$ cat src/rtl/clk_div_pkg.sv
// Shared constants for the programmable clock divider.
package clk_div_pkg;

    localparam int DEFAULT_CNT_W  = 26;
    localparam int DEFAULT_PERIOD = 50000;   // 1 ms at 50 MHz
    localparam int DEFAULT_HIGH   = 25000;
    localparam int MIN_PERIOD     = 2;       // shorter active periods are clamped up to this

    // Width of the channel-select field; never narrower than one bit.
    function automatic int ch_sel_w(input int n);
        return (n > 1) ? $clog2(n) : 1;
    endfunction

endpackage

$ cat src/rtl/clk_div_ch.sv
// One divider channel: period/high counter with pending and active settings.
// Settings are only swapped at a period boundary (wrap or SYNC), so a running
// period is never cut short and the counter can never pass the active period.
module clk_div_ch
    import clk_div_pkg::*;
#(
    parameter int CNT_W      = DEFAULT_CNT_W,
    parameter int DEF_PERIOD = DEFAULT_PERIOD,
    parameter int DEF_HIGH   = DEFAULT_HIGH
) (
    input  logic             clk,
    input  logic             rst,
    input  logic             en,
    input  logic             sync,
    input  logic             we,
    input  logic [CNT_W-1:0] cfg_period,
    input  logic [CNT_W-1:0] cfg_high,
    output logic             clk_out,
    output logic             tick
);

    logic [CNT_W-1:0] cnt, pend_p, pend_h, act_p, act_h;
    logic [CNT_W-1:0] nxt_pend_p, nxt_pend_h, eff_p, new_p, new_h, new_eff, cnt_nxt;
    logic             wrap, out_nxt;

    // Next-state: a same-edge write is forwarded straight into the active pair on wrap.
    always_comb begin
        nxt_pend_p = we ? cfg_period : pend_p;
        nxt_pend_h = we ? cfg_high   : pend_h;
        eff_p      = (act_p < CNT_W'(MIN_PERIOD)) ? CNT_W'(MIN_PERIOD) : act_p;
        wrap       = sync || (cnt >= eff_p - 1'b1);
        new_p      = wrap ? nxt_pend_p : act_p;
        new_h      = wrap ? nxt_pend_h : act_h;
        cnt_nxt    = wrap ? '0 : cnt + 1'b1;
        new_eff    = (new_p < CNT_W'(MIN_PERIOD)) ? CNT_W'(MIN_PERIOD) : new_p;
        // Low phase first; H=0 pins low, H>=P pins high (avoids P-H underflow).
        if (new_h == '0)
            out_nxt = 1'b0;
        else if (new_h >= new_eff)
            out_nxt = 1'b1;
        else
            out_nxt = (cnt_nxt >= new_eff - new_h);
    end

    // Pending settings accept writes whether or not the channel is running.
    always_ff @(posedge clk or posedge rst) begin
        if (rst) begin
            pend_p <= CNT_W'(DEF_PERIOD);
            pend_h <= CNT_W'(DEF_HIGH);
        end else begin
            pend_p <= nxt_pend_p;
            pend_h <= nxt_pend_h;
        end
    end

    // Counter, active settings and registered outputs; all hold while disabled.
    always_ff @(posedge clk or posedge rst) begin
        if (rst) begin
            cnt     <= '0;
            act_p   <= CNT_W'(DEF_PERIOD);
            act_h   <= CNT_W'(DEF_HIGH);
            clk_out <= 1'b0;
            tick    <= 1'b0;
        end else if (en) begin
            cnt     <= cnt_nxt;
            act_p   <= new_p;
            act_h   <= new_h;
            clk_out <= out_nxt;
            tick    <= wrap;
        end else begin
            tick    <= 1'b0;
        end
    end

endmodule

$ cat src/rtl/prog_clk_divider.sv
// N_CH independent programmable clock dividers sharing one config port and SYNC.
module prog_clk_divider
    import clk_div_pkg::*;
#(
    parameter int N_CH       = 4,
    parameter int CNT_W      = DEFAULT_CNT_W,
    parameter int DEF_PERIOD = DEFAULT_PERIOD,
    parameter int DEF_HIGH   = DEFAULT_HIGH,
    localparam int CH_W      = ch_sel_w(N_CH)
) (
    input  logic              CLK,
    input  logic              RST,
    input  logic [N_CH-1:0]   EN,
    input  logic              SYNC,
    input  logic              CFG_WE,
    input  logic [CH_W-1:0]   CFG_CH,
    input  logic [CNT_W-1:0]  CFG_PERIOD,
    input  logic [CNT_W-1:0]  CFG_HIGH,
    output logic [N_CH-1:0]   CLK_OUT,
    output logic [N_CH-1:0]   TICK
);

    logic [N_CH-1:0] ch_we;

    for (genvar g = 0; g < N_CH; g++) begin : g_ch
        // Decode the write target; selects beyond N_CH match no channel.
        assign ch_we[g] = CFG_WE && (CFG_CH == CH_W'(g));

        clk_div_ch #(
            .CNT_W      (CNT_W),
            .DEF_PERIOD (DEF_PERIOD),
            .DEF_HIGH   (DEF_HIGH)
        ) u_ch (
            .clk        (CLK),
            .rst        (RST),
            .en         (EN[g]),
            .sync       (SYNC),
            .we         (ch_we[g]),
            .cfg_period (CFG_PERIOD),
            .cfg_high   (CFG_HIGH),
            .clk_out    (CLK_OUT[g]),
            .tick       (TICK[g])
        );
    end

endmodule

$ cat config.mk
export PLATFORM = sky130hd
export DESIGN_NAME = prog_clk_divider
export DESIGN_NICKNAME = d
export VERILOG_FILES = /design/src/rtl/clk_div_pkg.sv /design/src/rtl/clk_div_ch.sv /design/src/rtl/prog_clk_divider.sv
export SDC_FILE = /design/constraint.sdc
export NUM_CORES = 2
export LEC_CHECK = 0
export CORE_MARGIN = 10
export CORE_UTILIZATION = 30
export DETAILED_ROUTE_END_ITERATION = 8
export PLACE_DENSITY = 0.47
export SYNTH_ARGS = -nofsm -noshare
export SYNTH_HDL_FRONTEND = slang
export SYNTH_SLANG_ARGS = --single-unit
$ cat constraint.sdc
create_clock -name CLK -period 44.9 [get_ports CLK]
set_input_delay 6.735 -clock CLK [delete_from_list [all_inputs] [get_ports CLK]]
set_output_delay 6.735 -clock CLK [all_outputs]
set_load 0.05 [all_outputs]
==> impl_summary.log <==
[metrics] result of the run: finished, final reports clean
[metrics] Post-route DRC: 0
[metrics] part of the Yosys area used for sequential elements: 0.369
[metrics] CTS H-tree lvls: 3
[metrics] number of clock buffers inserted by TritonCTS: 68
[metrics] cell area after synthesis: 0.0361 mm2
[metrics] fraction of power consumed by the clock network: 0.253
[metrics] worst path setup slack after routing: 31.57 ns
[metrics] most used flip-flop cell after synthesis: sky130_fd_sc_hd__dfrtp_1
[metrics] overall die area: around 0.13 mm2
[metrics] CTS tree: yes
[metrics] count of hold-fix buffers inserted at cts: 0
[metrics] post-place setup slack: 31.00 ns
[metrics] Clock Pin Slew Worst Setup and Hold Paths: 0.06 ns
[metrics] per-instance average area after synthesis: roughly 8.8 um2
[metrics] Mapped Nets: ~4500
[metrics] via count: around 30000
[metrics] global-route wire length before repair: 179000 um
[metrics] die outline width: 367 um
[metrics] cell count after placement: 5670
[metrics] Floorplan Core Area: between 0.1 and 0.15 mm2
[metrics] Slew headroom: 0.166
[metrics] minimum clock period: approximately 13 ns
[metrics] proportion of layout cells with a drive suffix above 1: 0.0885
[metrics] maximum clock insertion buffer count: 3
[metrics] Startpoint Class: input pin
[metrics] share of total power in combinational logic: 0.463
[metrics] total power divided by cell area: 60.4 mW/mm2
[metrics] Skew-Pair Late Insertion Delay: 0.63 ns
[metrics] Nets: approximately 4500
[metrics] synth unique cells: 85
[metrics] final wirelength: 118000 um
[metrics] root cell of the clock tree: sky130_fd_sc_hd__clkbuf_16
[metrics] CP Data Arrival Time: approximately 14 ns
[metrics] GR Util All Layers: 0.170
[metrics] Synth async-reset ratio: 1.00
[metrics] fraction of power consumed by sequential logic: 0.284
[metrics] sw power: about 1.0 mW
[metrics] initial antenna violation count: 13
[metrics] DRT Pass-1 Iters: 7
[metrics] critical path peak fanout: 46
[metrics] Data required, critical path: 45.39 ns
[metrics] Final setup violation count: 0
[metrics] vertical die dimension: 367 um
[metrics] number of synthesis warnings: 0
[metrics] via/cell ratio: 5.07
[metrics] EDFF count, synth: 0
[metrics] unrepaired setup endpoints after global routing: false
[metrics] Final Skew: ~0.03 ns
[metrics] PostCTS Resize Cnt: 0
[metrics] Critical Path End Type: register
[metrics] 1st-iter DRT viols: 2196
[metrics] Remaining Overflow, GRT: 0
[metrics] Sw Share: 0.416
[metrics] TNS Setup: 0 ns
[metrics] pin count of the biggest net entering global routing: 163
[metrics] remaining antenna violation count: 0
[metrics] Post CTS Setup Buffer Count: 0
[metrics] HPWL Detailed: slightly below 90000 um
[metrics] cells after synthesis: 4102
[metrics] leakage power summed over all cells: 19.4 nW
[metrics] Buffers on Ports: 69
[metrics] peak supply drop: 0.0325 mV
[metrics] starting utilization of the core area: 0.301
[metrics] final hold violations: 0
[metrics] period utilisation layout: 0.297
[metrics] global placement routability congestion: between 0.8 and 0.9
[metrics] Peak Freq: 75.0 MHz
[metrics] number of placement rows: 127
[metrics] vias in the first global route: around 28000
[metrics] kind of critical path: input pin to register
[metrics] layout overhead on the synthesized area: 14.0%
[metrics] classification of the worst-slack hold path: register to register
[metrics] number of placed I/O pins: 70
[metrics] number of max-slew violations in the final report: 0
[metrics] Int Pwr: 1.45 mW
[metrics] number of sinks driven by the clock tree: 528
[metrics] routed wirelength normalized by instance count: 20.4 um
[metrics] FF+latch count, synth: between 500 and 600
[metrics] max-cap check violation count: 0
[metrics] final cell count without fillers: 5796
[metrics] slew at the pin closest to its max-slew limit: 1.25 ns
-- logic make-up (layout without fill, tap and decap cells) --
family,after synthesis,in the layout,share of synthesized area
XOR/XNOR,263,263,0.0638
buffers and inverters,443,524,0.0476
adder cells (fa/ha/maj),324,324,0.113
multiplexers,286,286,0.0816
AND/OR/NAND/NOR,1313,1313,0.170
flip-flops,528,528,0.369
AO/OA/AOI/OAI,945,945,0.155
other,0,1,0
-- worst max-delay path, stage by stage --
cell                              delay [ns]
sky130_fd_sc_hd__clkdlybuf4s50_1        0.50
sky130_fd_sc_hd__nand3_4                0.26
sky130_fd_sc_hd__buf_4                  0.70
sky130_fd_sc_hd__a21oi_1                0.14
sky130_fd_sc_hd__or4_1                  0.46
sky130_fd_sc_hd__nor4_1                 0.33
sky130_fd_sc_hd__nand2_1                0.11
sky130_fd_sc_hd__mux2_2                 0.29
sky130_fd_sc_hd__o211ai_1               0.10
sky130_fd_sc_hd__ha_1                   0.20
sky130_fd_sc_hd__inv_1                  0.05
sky130_fd_sc_hd__fa_1                   0.39
sky130_fd_sc_hd__a21o_1                 0.23
sky130_fd_sc_hd__a2111oi_4              0.38
sky130_fd_sc_hd__a21oi_2                0.11
sky130_fd_sc_hd__o31a_1                 0.34
sky130_fd_sc_hd__a221o_2                0.48
sky130_fd_sc_hd__a2111oi_4              0.36
sky130_fd_sc_hd__nor2_1                 0.09
sky130_fd_sc_hd__xnor2_1                0.13
sky130_fd_sc_hd__ha_1                   0.18
sky130_fd_sc_hd__a21oi_1                0.14
sky130_fd_sc_hd__nor2b_1                0.06
sky130_fd_sc_hd__o21ai_0                0.16
sky130_fd_sc_hd__o2111ai_1              0.12
sky130_fd_sc_hd__a311oi_1               0.27
sky130_fd_sc_hd__o31ai_1                0.12
sky130_fd_sc_hd__o32a_1                 0.33
-- registers in the layout, summed over array words and instances (netlist names) --
name / cells
g_ch.u_ch.act_h: 104
g_ch.u_ch.act_p: 104
g_ch.u_ch.clk_out: 4
g_ch.u_ch.cnt: 104
g_ch.u_ch.pend_h: 104
g_ch.u_ch.pend_p: 104
g_ch.u_ch.tick: 4
-- synthesized netlist by cell type, drive strengths merged, types with 34 or more instances --
library cell | count | area, um2
nand2b | 36 | 225
xor2 | 112 | 981
nand4 | 100 | 626
o21ai | 335 | 1680
and3 | 39 | 249
ha | 320 | 4000
buf | 56 | 264
a21oi | 325 | 1630
inv | 276 | 1040
nor4 | 72 | 463
nor3 | 61 | 305
nand2 | 374 | 1400
nor2b | 34 | 213
dfrtp | 432 | 10800
nand3 | 73 | 365
dfstp | 96 | 2520
a21o | 99 | 743
xnor2 | 151 | 1320
clkbuf | 111 | 420
mux2 | 68 | 766
mux2i | 218 | 2180
nor2 | 432 | 1620
-- layout by cell type, fill, tap and decap left out, types with 12 or more instances in the layout --
| cell type | count |
|---|---|
| sky130_fd_sc_hd__and4_1 | 18 |
| sky130_fd_sc_hd__nand3_1 | 72 |
| sky130_fd_sc_hd__o211ai_1 | 12 |
| sky130_fd_sc_hd__nand2b_1 | 36 |
| sky130_fd_sc_hd__nor4_1 | 70 |
| sky130_fd_sc_hd__dfrtp_1 | 432 |
| sky130_fd_sc_hd__dfstp_2 | 96 |
| sky130_fd_sc_hd__nand2_1 | 371 |
| sky130_fd_sc_hd__mux2_2 | 66 |
| sky130_fd_sc_hd__and2_1 | 13 |
| sky130_fd_sc_hd__clkdlybuf4s50_1 | 69 |
| sky130_fd_sc_hd__and3_1 | 38 |
| sky130_fd_sc_hd__o21ai_0 | 135 |
| sky130_fd_sc_hd__nor2_1 | 431 |
| sky130_fd_sc_hd__clkbuf_16 | 70 |
| sky130_fd_sc_hd__buf_4 | 53 |
| sky130_fd_sc_hd__ha_1 | 320 |
| sky130_fd_sc_hd__inv_1 | 272 |
| sky130_fd_sc_hd__o31ai_1 | 15 |
| sky130_fd_sc_hd__a211oi_1 | 14 |
| sky130_fd_sc_hd__nand4_1 | 100 |
| sky130_fd_sc_hd__xor2_1 | 112 |
| sky130_fd_sc_hd__a21oi_1 | 323 |
| sky130_fd_sc_hd__nor2b_1 | 34 |
| sky130_fd_sc_hd__o21ai_1 | 200 |
| sky130_fd_sc_hd__a21o_1 | 99 |
| sky130_fd_sc_hd__nor3_1 | 60 |
| sky130_fd_sc_hd__mux2i_1 | 218 |
| sky130_fd_sc_hd__a31oi_1 | 29 |
| sky130_fd_sc_hd__o21a_1 | 15 |
| sky130_fd_sc_hd__o21bai_1 | 18 |
| sky130_fd_sc_hd__bufinv_16 | 16 |
| sky130_fd_sc_hd__clkinv_2 | 15 |
| sky130_fd_sc_hd__or3_1 | 22 |
| sky130_fd_sc_hd__xnor2_1 | 151 |
-- worst paths after layout --
kind                                  startpoint  cells past startpoint  slack, ns                     end
setup / recovery                       CFG_CH[0]                     28      31.57    g_ch[3].u_ch.clk_out
hold / removal             g_ch[1].u_ch.act_h[8]                      2       0.48   g_ch[1].u_ch.act_h[8]
setup reg to reg           g_ch[3].u_ch.act_p[7]                     36      34.49    g_ch[3].u_ch.clk_out
hold reg to reg            g_ch[1].u_ch.act_h[8]                      2       0.48   g_ch[1].u_ch.act_h[8]
max in group asynchronous                    RST                      4      36.08  g_ch[0].u_ch.act_h[25]
min in group asynchronous                    RST                      2       6.72    g_ch[1].u_ch.cnt[16]
-- layout make-up --
| class | count | area, um2 |
|---|---|---|
| flip-flops and latches | 528 | 13300 |
| well taps | 1612 | 2020 |
| diodes | 1 | 2.50 |
| clock buffers | 82 | 1880 |
| fillers | 12410 | 78600 |
| multi-input cells | 3131 | 21100 |
| clock inverters | 43 | 659 |
| inverters | 276 | 1040 |
| repair buffers | 123 | 1110 |
-- power by group through the flow --
stage	sequential [mW]	clock [mW]	combinational, mW
floorplan	0.669	0	0.867
global placement	0.714	0	1.15
detailed placement	0.714	0	1.15
CTS	0.707	0.641	1.16
global route	0.722	0.659	1.31
finish	0.706	0.628	1.15
-- through the flow --
step	power (mW)	utilization	cell area (um2)	hold WS (ns)
finish	2.49	0.344	41200	0.478
global route	2.69	0.344	41200	0.492
CTS	2.51	0.344	41200	0.476
floorplan	1.54	-	36100	0.453
detailed placement	1.87	0.323	38600	0.468
global placement	1.86	0.323	38600	0.465
-- layer usage --
| layer | vias up | share of wire | GRT usage | wire (um) |
|---|---|---|---|---|
| met3 | 118 | 0.049 | 0.0289 | 5730 |
| li1 | 14530 | - | - | - |
| met4 | 6 | 0.021 | 0.0393 | 2470 |
| met5 | - | 0.0013 | 0.00605 | 149 |
| met1 | 14101 | 0.49 | 0.245 | 58000 |
| met2 | 618 | 0.44 | 0.264 | 51800 |
Note: power is estimated with default switching activity, not from simulation.
